## src/rtl/eth_pkg.sv

```systemverilog
// Shared Ethernet constants, TX framer state encoding and the reflected CRC-32 byte step.
// Used by the GMII TX framer and the RX FCS checker.
package eth_pkg;

  localparam logic [7:0]  PREAMBLE = 8'h55;
  localparam logic [7:0]  SFD      = 8'hD5;
  localparam logic [31:0] CRC_INIT = 32'hFFFF_FFFF;
  localparam logic [31:0] CRC_POLY = 32'h04C1_1DB7;

  typedef enum logic [2:0] {
    ST_IDLE,
    ST_PRE,
    ST_SFD,
    ST_DATA,
    ST_PAD,
    ST_FCS,
    ST_IFG
  } tx_state_t;

  function automatic logic [31:0] bit_reverse32(input logic [31:0] v);
    logic [31:0] r;
    r = '0;
    for (int i = 0; i < 32; i++) r[i] = v[31-i];
    return r;
  endfunction

  // Ethernet sends LSB first, so the shift register runs right with the mirrored polynomial.
  localparam logic [31:0] CRC_POLY_REFL = bit_reverse32(CRC_POLY);

  function automatic logic [31:0] crc32_next(input logic [31:0] crc, input logic [7:0] dat);
    logic [31:0] c;
    c = crc ^ {24'h0, dat};
    for (int i = 0; i < 8; i++) c = c[0] ? ((c >> 1) ^ CRC_POLY_REFL) : (c >> 1);
    return c;
  endfunction

endpackage

```

## src/rtl/crc32_d8.sv

```systemverilog
// Byte-wide reflected CRC-32 register: init reloads 0xFFFFFFFF, en folds in one byte.
// Output is the raw register; the caller inverts it for the FCS.
module crc32_d8
  import eth_pkg::*;
(
  input  logic        clk,
  input  logic        rst_n,
  input  logic        init,
  input  logic        en,
  input  logic [7:0]  dat,
  output logic [31:0] crc
);

  always_ff @(posedge clk or negedge rst_n) begin
    if (!rst_n)    crc <= CRC_INIT;
    else if (init) crc <= CRC_INIT;
    else if (en)   crc <= crc32_next(crc, dat);
  end

endmodule

```

## src/rtl/gmii_tx_outgoing.sv

```systemverilog
// GMII transmit framer: preamble/SFD, zero pad to MIN_LEN, FCS append, IFG enforcement.
// Bytes go out on the registered PHY pins at the same edge they are accepted.
module gmii_tx_outgoing
  import eth_pkg::*;
#(
  parameter int IFG_CYCLES = 12,
  parameter int MIN_LEN    = 60
) (
  input  logic       clk_125m,
  input  logic       rst_n,
  input  logic [7:0] tx_dat,
  input  logic       tx_vd,
  input  logic       tx_last,
  output logic       tx_rdy,
  output logic       tx_busy,
  output logic       tx_underrun,
  output logic       phy_tx_en,
  output logic       phy_tx_er,
  output logic [7:0] phy_txd
);

  localparam logic [10:0] MIN_CNT  = 11'(MIN_LEN);
  // IDLE supplies the final idle cycle, so IFG itself spans IFG_CYCLES-1 cycles.
  localparam logic [7:0]  IFG_LAST = 8'(IFG_CYCLES - 2);

  tx_state_t   state, state_n;
  logic [7:0]  sub_cnt, sub_n;
  logic [10:0] byte_cnt, cnt_n, cnt_inc;
  logic        en_n, er_n, und_n;
  logic [7:0]  txd_n;
  logic        crc_init, crc_en;
  logic [31:0] crc, fcs;

  assign tx_rdy  = (state == ST_DATA);
  assign tx_busy = (state != ST_IDLE);
  assign cnt_inc = (byte_cnt == 11'h7FF) ? byte_cnt : byte_cnt + 11'd1;
  assign fcs     = ~crc;

  crc32_d8 u_crc (
    .clk   (clk_125m),
    .rst_n (rst_n),
    .init  (crc_init),
    .en    (crc_en),
    .dat   (txd_n),
    .crc   (crc)
  );

  always_ff @(posedge clk_125m or negedge rst_n) begin
    if (!rst_n) begin
      state       <= ST_IDLE;
      sub_cnt     <= '0;
      byte_cnt    <= '0;
      phy_tx_en   <= 1'b0;
      phy_tx_er   <= 1'b0;
      phy_txd     <= '0;
      tx_underrun <= 1'b0;
    end else begin
      state       <= state_n;
      sub_cnt     <= sub_n;
      byte_cnt    <= cnt_n;
      phy_tx_en   <= en_n;
      phy_tx_er   <= er_n;
      phy_txd     <= txd_n;
      tx_underrun <= und_n;
    end
  end

  always_comb begin
    state_n  = state;
    sub_n    = sub_cnt;
    cnt_n    = byte_cnt;
    en_n     = 1'b0;
    er_n     = 1'b0;
    txd_n    = 8'h00;
    und_n    = 1'b0;
    crc_init = 1'b0;
    crc_en   = 1'b0;
    case (state)
      ST_IDLE: begin
        crc_init = 1'b1;
        cnt_n    = '0;
        sub_n    = '0;
        if (tx_vd) state_n = ST_PRE;
      end
      ST_PRE: begin
        en_n  = 1'b1;
        txd_n = PREAMBLE;
        if (sub_cnt == 8'd6) begin
          sub_n   = '0;
          state_n = ST_SFD;
        end else begin
          sub_n = sub_cnt + 8'd1;
        end
      end
      ST_SFD: begin
        en_n    = 1'b1;
        txd_n   = SFD;
        state_n = ST_DATA;
      end
      ST_DATA: begin
        en_n = 1'b1;
        if (tx_vd) begin
          txd_n  = tx_dat;
          crc_en = 1'b1;
          cnt_n  = cnt_inc;
          if (tx_last) state_n = (cnt_inc < MIN_CNT) ? ST_PAD : ST_FCS;
        end else begin
          // Upstream starved mid-frame: poison the byte with TX_ER and skip the FCS.
          er_n    = 1'b1;
          und_n   = 1'b1;
          sub_n   = '0;
          state_n = ST_IFG;
        end
      end
      ST_PAD: begin
        en_n   = 1'b1;
        crc_en = 1'b1;
        cnt_n  = cnt_inc;
        if (cnt_inc >= MIN_CNT) state_n = ST_FCS;
      end
      ST_FCS: begin
        en_n = 1'b1;
        case (sub_cnt[1:0])
          2'd0:    txd_n = fcs[7:0];
          2'd1:    txd_n = fcs[15:8];
          2'd2:    txd_n = fcs[23:16];
          default: txd_n = fcs[31:24];
        endcase
        if (sub_cnt[1:0] == 2'd3) begin
          sub_n   = '0;
          state_n = ST_IFG;
        end else begin
          sub_n = sub_cnt + 8'd1;
        end
      end
      ST_IFG: begin
        if (sub_cnt >= IFG_LAST) begin
          sub_n   = '0;
          state_n = ST_IDLE;
        end else begin
          sub_n = sub_cnt + 8'd1;
        end
      end
      default: state_n = ST_IDLE;
    endcase
  end

endmodule

```

## config.mk

```make
export PLATFORM = sky130hd
export DESIGN_NAME = gmii_tx_outgoing
export DESIGN_NICKNAME = d
export VERILOG_FILES = /design/src/rtl/eth_pkg.sv /design/src/rtl/crc32_d8.sv /design/src/rtl/gmii_tx_outgoing.sv
export SDC_FILE = /design/constraint.sdc
export NUM_CORES = 1
export LEC_CHECK = 0
export BUFFER_PORTS_ARGS = -buffer_cell sky130_fd_sc_hd__buf_2
export CAP_MARGIN = 0
export CELL_PAD_IN_SITES_DETAIL_PLACEMENT = 0
export CELL_PAD_IN_SITES_GLOBAL_PLACEMENT = 2
export CORE_MARGIN = 3
export CORE_UTILIZATION = 41
export DETAILED_ROUTE_END_ITERATION = 8
export PLACE_DENSITY = 0.8
export SETUP_SLACK_MARGIN = 0.15
export SYNTH_ARGS = -nofsm -noshare
export SYNTH_HDL_FRONTEND = slang
export SYNTH_SLANG_ARGS = --single-unit
```

## constraint.sdc

```tcl
create_clock -name clk_125m -period 3.8 [get_ports clk_125m]
set_clock_uncertainty 0.2 [all_clocks]
set_input_delay 0 -clock clk_125m [delete_from_list [all_inputs] [get_ports clk_125m]]
set_output_delay 0 -clock clk_125m [all_outputs]
set_load 0.005 [all_outputs]
```

==> summary.txt, run 1 <==
Outcome
  • Status: complete, no violations

Worst setup path
  • Worst path max stage delay: 0.60 ns
  • Maximum fanout along the worst path: 13
  • Crit path arrival time: 3.30 ns
  • Worst r2r src: state[0]
  • CP Class: flop to flop
  • R2R Setup Slk: 0.57 ns
  • Critical path depth: 7
  • CP Buf/Inv Count: 0
  • CP endpoint kind: flop
  • Worst r2r dst: u_crc.crc[17]
  • Worst path slowest cell: dfrtp_1
  • Startpoint types: flop
  • Crit path max-delay family: XOR/XNOR gates
  • Critical-path cell list: and3b_1 > nand2_1 > o22ai_4 > xor2_4 > xnor2_2 > xnor3_1 > a21oi_1
  • R2r worst-path depth: 7
  • WP data required: 3.87 ns

Clock tree
  • Clock root buffer: clkbuf_8
  • Clock buffer depth: 2
  • CTS tree: done
  • Reg clk slew, reported paths: 0.08 ns
  • Clock Latency Late Sink: 0.34 ns
  • Number of H-tree levels: 3
  • CTS Sinks: 64
  • CTS resizes: 0
  • Clock buffer count from CTS: 9

Floorplanning
  • Ports: 25
  • Rows: 36
  • DIE AREA: 0.0116 mm²
  • Initial Utilization: 42.8%
  • Die Ht: about 110 µm
  • Core Area: 0.00995 mm²
  • Die W: roughly 110 µm

STA
  • Worst slew pin tran: about 0.8 ns
  • Max Slew Vio Count: 0
  • F_max: just over 300 MHz
  • Fin. Hold Viols: 0
  • Max_slew headroom: 47.1%
  • Final number of setup-violating endpoints: 0
  • Final setup TNS: 0 ns
  • Period utilisation layout: 85.0%
  • WHS: 0.0315 ns
  • RSZ-0062 raised after global routing: false
  • Post-layout min period: 3.23 ns

Route
  • DRT Pass-1 Iters: 4
  • Drt wl/cell: ~18 µm
  • Antenna Nets Post-Route: 0
  • Detailed-route via count: 3078
  • Drt initial violations: 180
  • Post-route DRC: 0
  • Total wire length: 10.1 mm
  • Vias per cell: 5.37

Min path
  • Hold Path End: phy_txd[7]
  • Hold depth: 3
  • Hold WC Path Type: input pin to flop
  • Hold_sp: tx_dat[7]

Synthesis
  • Library cells used by synthesis: 58
  • Synthesis-stage register bit count: 64
  • Synth warnings: 0
  • Avg Cell Area, Syn: 10.5 µm²
  • Ys flop type: dfstp_2
  • Syn Nets: around 420
  • Asr flop ratio synth: 100%
  • Post-synth EDFFs: 0
  • Gate Count Post-Synth: 405
  • Register area share after synthesis: 38.6%
  • Syn Std Cell Area: 0.00426 mm²

Layout
  • Layout cells sized above 1: 24.1%
  • Final Core Density: 48.3%
  • Fill cell count: 921
  • Area growth syn-to-layout: 12.9%
  • Commonest cells after routing, fill and taps aside: nor2_1 (46), a21oi_1 (46), xnor2_1 (32), dfrtp_1 (32), dfstp_2 (32)
  • Final cell count without fillers: 573
  • Nets@finish: ~450
  • ANT cells: 0

Global route
  • GRT overflow: 0
  • Global-route usage over all layers: 18.6%
  • Vias in the first global route: 3021
  • Largest net degree at the start of global routing: 37
  • Initial antenna violation count: 0
  • Global-route wire length before repair: 16.7 mm

Placement
  • Port Buffers: 24
  • Routability cong.: 0.804
  • DPL Wire Length: 7.13 mm
  • Post-Place Cells: 547

Run
  • Max_cap viols: 0
-- worst reg2reg max path: stages (launching register included) --
cell,delay [ns]
dfrtp_1,0.60
and3b_1,0.57
nand2_1,0.18
o22ai_4,0.24
xor2_4,0.16
xnor2_2,0.55
xnor3_1,0.51
a21oi_1,0.15
-- synth_stat cells, drive strengths merged (2+ instances only) --
master	count	share of area [%]
dfrtp	32	19
o21ai	18	2.1
a21o	2	0.35
nand4	3	0.44
a31oi	4	0.59
ha	6	1.8
nand2b	18	2.6
a21oi	46	5.4
a21boi	2	0.35
buf	7	1.3
o31ai	5	0.88
a22o	3	0.62
nand2	24	2.3
nor3b	2	0.62
o22ai	4	1.7
inv	7	0.62
o2111ai	3	0.62
o2111a	5	1.3
dfstp	32	20
and3	5	0.73
xnor3	16	8.5
a32o	3	0.79
xor2	17	6.5
xor3	2	1.1
nor2	47	4.2
nor3	6	0.71
o22a	4	0.82
nor2b	3	0.44
clkbuf	15	1.3
xnor2	36	8.1
nand3	12	1.4
a22oi	2	0.35
or2	2	0.35
-- state kept, by name (all words and copies together) (netlist names) --
| name | cells |
|---|---|
| phy_tx_er | 1 |
| sub_cnt | 8 |
| state | 3 |
| phy_txd | 8 |
| byte_cnt | 11 |
| u_crc.crc | 32 |
| phy_tx_en | 1 |
-- per-layer routing --
| layer | up-vias | GRT usage [%] | part of all wire [%] |
|---|---|---|---|
| met3 | 13 | 2.52 | 3.0 |
| met2 | 48 | 26.6 | 44 |
| met5 | - | 0 | 0 |
| met4 | 0 | 5.59 | 1.4 |
| li1 | 1480 | - | - |
| met1 | 1537 | 29.0 | 51 |
-- how the worst max path moves through the flow --
stage	startpoint	end	slack [ns]
after floorplan	sub_cnt[0]	u_crc.crc[19]	0.96
after global placement	state[0]	u_crc.crc[25]	0.69
after detailed placement	state[0]	u_crc.crc[25]	0.62
after CTS	state[0]	u_crc.crc[17]	0.59
after global routing	state[0]	u_crc.crc[17]	0.38
final	state[0]	u_crc.crc[17]	0.57
-- layout make-up --
type	count	area, µm²	share of cell area [%]
multi-input cells	311	2480	51.5
repair buffers	41	273	5.68
clock inverters	2	35.0	0.729
inverters	8	30.0	0.625
clock buffers	14	184	3.83
well taps	133	166	3.46
flip-flops and latches	64	1640	34.2
-- kinds of logic after synthesis --
kind of cell             count (synthesis)  synth area share (%)
AND/OR/NAND/NOR                        127                  14.7
AO/OA/AOI/OAI                          105                  17.0
XOR/XNOR                                71                  24.2
flip-flops                              64                  38.6
buffers and inverters                   30                  3.29
adder cells (fa/ha/maj)                  6                  1.76
multiplexers                             2                 0.500
-- metrics by stage --
step / instance area (µm²) / worst slack (ns)
3_3_place_gp: 4490 / 0.689
2_1_floorplan: 4260 / 0.958
6_report: 4810 / 0.571
5_1_grt: 4810 / 0.385
3_5_place_dp: 4490 / 0.621
4_1_cts: 4810 / 0.587
-- what timing repair did --
action                                 4_1_cts  5_1_grt
hold buffers                                10        0
setup buffers                                0        0
endpoints found under the hold margin       41        0
Power of run 1 is not shown: default switching activity piles up to over one toggle a cycle in this logic, so the estimate is an artifact.
==> run 2, diff against run 1 <==
ABC_AREA = 1   (was not set)
CORE_UTILIZATION = 32   (was 41)
PLACE_DENSITY = 0.76   (was 0.8)
clock period = 2.95 ns   (was 3.8 ns; I/O delays follow)
==> run 2 against run 1 <==
Final cell count increased by 59%. Sequential cell count unchanged. Critical path depth increased by 8. Worst setup slack got worse by 0.25 ns. Maximum frequency increased by 23%. First-iteration DRC count increased by 63%. Non-clock buffer count increased by 26. Count of clock-buffer cells in the layout decreased by 2. Synthesized cell count increased by 64%. Highest routed layer unchanged.
==> summary.txt, run 2 <==
Outcome
  • Status: complete, no violations

Route
  • Vias per cell: 4.85 (-9.7%)
  • Antenna Nets Post-Route: 0 (unchanged)
  • DRT Pass-1 Iters: 5 (+1)
  • Detailed-route via count: 4431 (+44%)
  • Total wire length: 14.9 mm (+47%)
  • Drt wl/cell: 16.3 µm (-7.6%)
  • Drt initial violations: 293 (+63%)
  • Post-route DRC: 0 (unchanged)

Synthesis
  • Gate Count Post-Synth: 666 (+64%)
  • Avg Cell Area, Syn: 7.00 µm² (-33%)
  • Syn Nets: 684 (+62%)
  • Post-synth EDFFs: 0 (unchanged)
  • Ys flop type: dfstp_2
  • Synthesis-stage register bit count: 64 (unchanged)
  • Leading post-synthesis cells by cell area: dfstp_2 (18%), dfrtp_1 (17%), nand2_1 (15%), inv_1 (8.1%), nand3_1 (6.4%)
  • Top-count cell post-synth: nand2_1
  • Post-synth top area share: 18.0% (-1.7 points)
  • Library cells used by synthesis: 41 (-29%)
  • Syn Std Cell Area: 0.00466 mm² (+9.4%)
  • Register area share after synthesis: 35.2% (-3.3 points)
  • Asr flop ratio synth: 100% (unchanged)
  • Area leader, netlist: dfstp_2
  • Synth warnings: 0 (unchanged)
  • Commonest cells in the netlist: nand2_1 (190), inv_1 (100), nand3_1 (60), nor2_1 (40), o21ai_0 (40)

STA
  • Post-layout min period: 2.62 ns (-0.605 ns)
  • Fin. Hold Viols: 0 (unchanged)
  • Max_slew headroom: 68.2% (+21 points)
  • Final setup TNS: 0 ns (unchanged)
  • Final number of setup-violating endpoints: 0 (unchanged)
  • WHS: 0.0306 ns (-0.000904 ns)
  • Worst slew pin tran: 0.472 ns (-0.322 ns)
  • Max Slew Vio Count: 0 (unchanged)
  • F_max: 381 MHz (+23%)
  • Period utilisation layout: 88.9% (+4.0 points)
  • RSZ-0062 raised after global routing: false

Worst setup path
  • CP Class: flop to flop
  • Maximum fanout along the worst path: 8 (-5)
  • Startpoint types: flop
  • CP endpoint kind: flop
  • WP data required: 3.03 ns (-0.84 ns)
  • Crit path arrival time: 2.70 ns (-0.60 ns)

Run
  • Max_cap viols: 0 (unchanged)

Floorplanning
  • Ports: 25 (unchanged)
  • DIE AREA: 0.0160 mm² (+38%)
  • Core Area: 0.0140 mm² (+41%)
  • Die Ht: 127 µm (+17%)
  • Initial Utilization: 33.2% (-9.6 points)
  • Rows: 43 (+19%)
  • Die W: 127 µm (+17%)

Layout
  • Most common library cell in the layout ignoring fill and taps: nand2_1
  • Largest register FFs: 32 (unchanged)
  • Layout cells sized above 1: 23.7% (-0.35 points)
  • Nets@finish: 747 (+65%)
  • Area growth syn-to-layout: 22.5%
  • Commonest cells after routing, fill and taps aside: nand2_1 (185), inv_1 (96), nand3_1 (59)
  • Reg area: 0.00164 mm² (about the same)
  • ANT cells: 0 (unchanged)
  • Multi-input combinational cell area: 0.00266 mm² (+7.5%)
  • Most flops, register: u_crc.crc
  • Largest registers: u_crc.crc (32), byte_cnt (11)
  • Fill cell count: 1466 (+59%)

Global route
  • Largest net degree at the start of global routing: 34 (-8.1%)
  • Global-route usage over all layers: 19.2% (+0.68 points)
  • Vias in the first global route: 4376 (+45%)
  • GRT overflow: 0 (unchanged)
  • Global-route wire length before repair: 24.1 mm (+44%)
  • Initial antenna violation count: 0 (unchanged)

Power and ir drop
  • Peak VDD IR: 0.000486 V
  • Leakage Power: 0.00291 µW
  • Pwr Density: 1380 mW/mm²

Clock tree
  • Reg clk slew, reported paths: 0.06 ns (-0.02 ns)
  • CTS tree: done
  • Number of H-tree levels: 3 (unchanged)
  • Clock Latency Late Sink: 0.34 ns (about the same)
  • Clock root buffer: clkbuf_16
  • Clock buffer count from CTS: 9 (unchanged)
  • Clock buffer depth: 2 (unchanged)
  • CTS Sinks: 64 (unchanged)

Placement
  • Routability cong.: 0.824 (+2.5%)
  • DPL Wire Length: 10.8 mm (+51%)
  • Port Buffers: 24 (unchanged)

Min path
  • Hold WC Path Type: input pin to async pin
==> run 2: cell type report <==
class                   count  area share [%]
clock buffers              12            4.49
repair buffers             67            8.90
flip-flops and latches     64            28.8
multi-input cells         483            46.6
well taps                 180            3.95
clock inverters             3           0.307
inverters                 104            6.95
==> run 2: cells by family after synthesis <==
logic type / Yosys count / synth area share (%)
adder cells (fa/ha/maj): 6 / 1.61
AO/OA/AOI/OAI: 91 / 11.2
buffers and inverters: 119 / 10.1
XOR/XNOR: 34 / 6.71
AND/OR/NAND/NOR: 352 / 35.1
flip-flops: 64 / 35.2
==> run 2: final timing paths <==
kind | end | cells past startpoint | startpoint | slack, ns
max | u_crc.crc[14] | 15 | sub_cnt[1] | 0.33
min | sub_cnt[5] | 3 | rst_n | 0.03
max reg2reg | u_crc.crc[14] | 15 | sub_cnt[1] | 0.33
min reg2reg | u_crc.crc[15] | 2 | u_crc.crc[15] | 0.29
max in group asynchronous | u_crc.crc[12] | 3 | rst_n | 2.13
min in group clk_125m | phy_txd[5] | 4 | tx_dat[5] | 0.26
==> run 2: what timing repair did <==
item / 4_1_cts / 5_1_grt
gates resized for setup: 3 / 33
hold buffers: 11 / 0
setup endpoints to repair: 8 / 23
buffers inserted: 0 / 9
pin swaps: 0 / 9
endpoints found under the hold margin: 75 / 0
==> run 2: worst max-delay path, cell delays in order (launching register included) <==
cell,delay [ns]
dfrtp_1,0.43
buf_4,0.16
ha_1,0.22
inv_4,0.12
o21ai_1,0.08
o21ai_2,0.19
nand2_2,0.10
nand2_2,0.09
nand2_4,0.12
buf_4,0.16
xor2_1,0.14
or2_1,0.25
nand3_1,0.08
nand3_1,0.10
nand2_1,0.08
inv_1,0.03
==> run 2: power breakdown <==
group	total [µW]	switching, µW	internal (µW)
Combinational	5350	3410	1940
Sequential	1510	259	1250
Clock	1010	406	607
Total	7870	4070	3800
==> run 2: metal layers <==
| metal | wire, µm | GRT usage (%) |
|---|---|---|
| met5 | 0 | 0 |
| met4 | 158 | 4.48 |
| met3 | 661 | 3.45 |
| met2 | 6970 | 31.5 |
| met1 | 7080 | 26.5 |
==> run 2: stage by stage <==
stage / utilization [%] / worst slack [ns] / total power, µW / instance area (µm²) / instances
final: 40.6 / 0.326 / 7870 / 5710 / 913
after floorplan: - / 0.585 / 4880 / 4660 / 666
after detailed placement: 36.5 / 0.0855 / 6510 / 5120 / 878
after CTS: 39.2 / 0.185 / 7580 / 5510 / 904
after global placement: 36.5 / 0.153 / 6500 / 5120 / 878
after global routing: 40.6 / 0.148 / 8620 / 5710 / 913
Power figures use the tool's default switching activity.
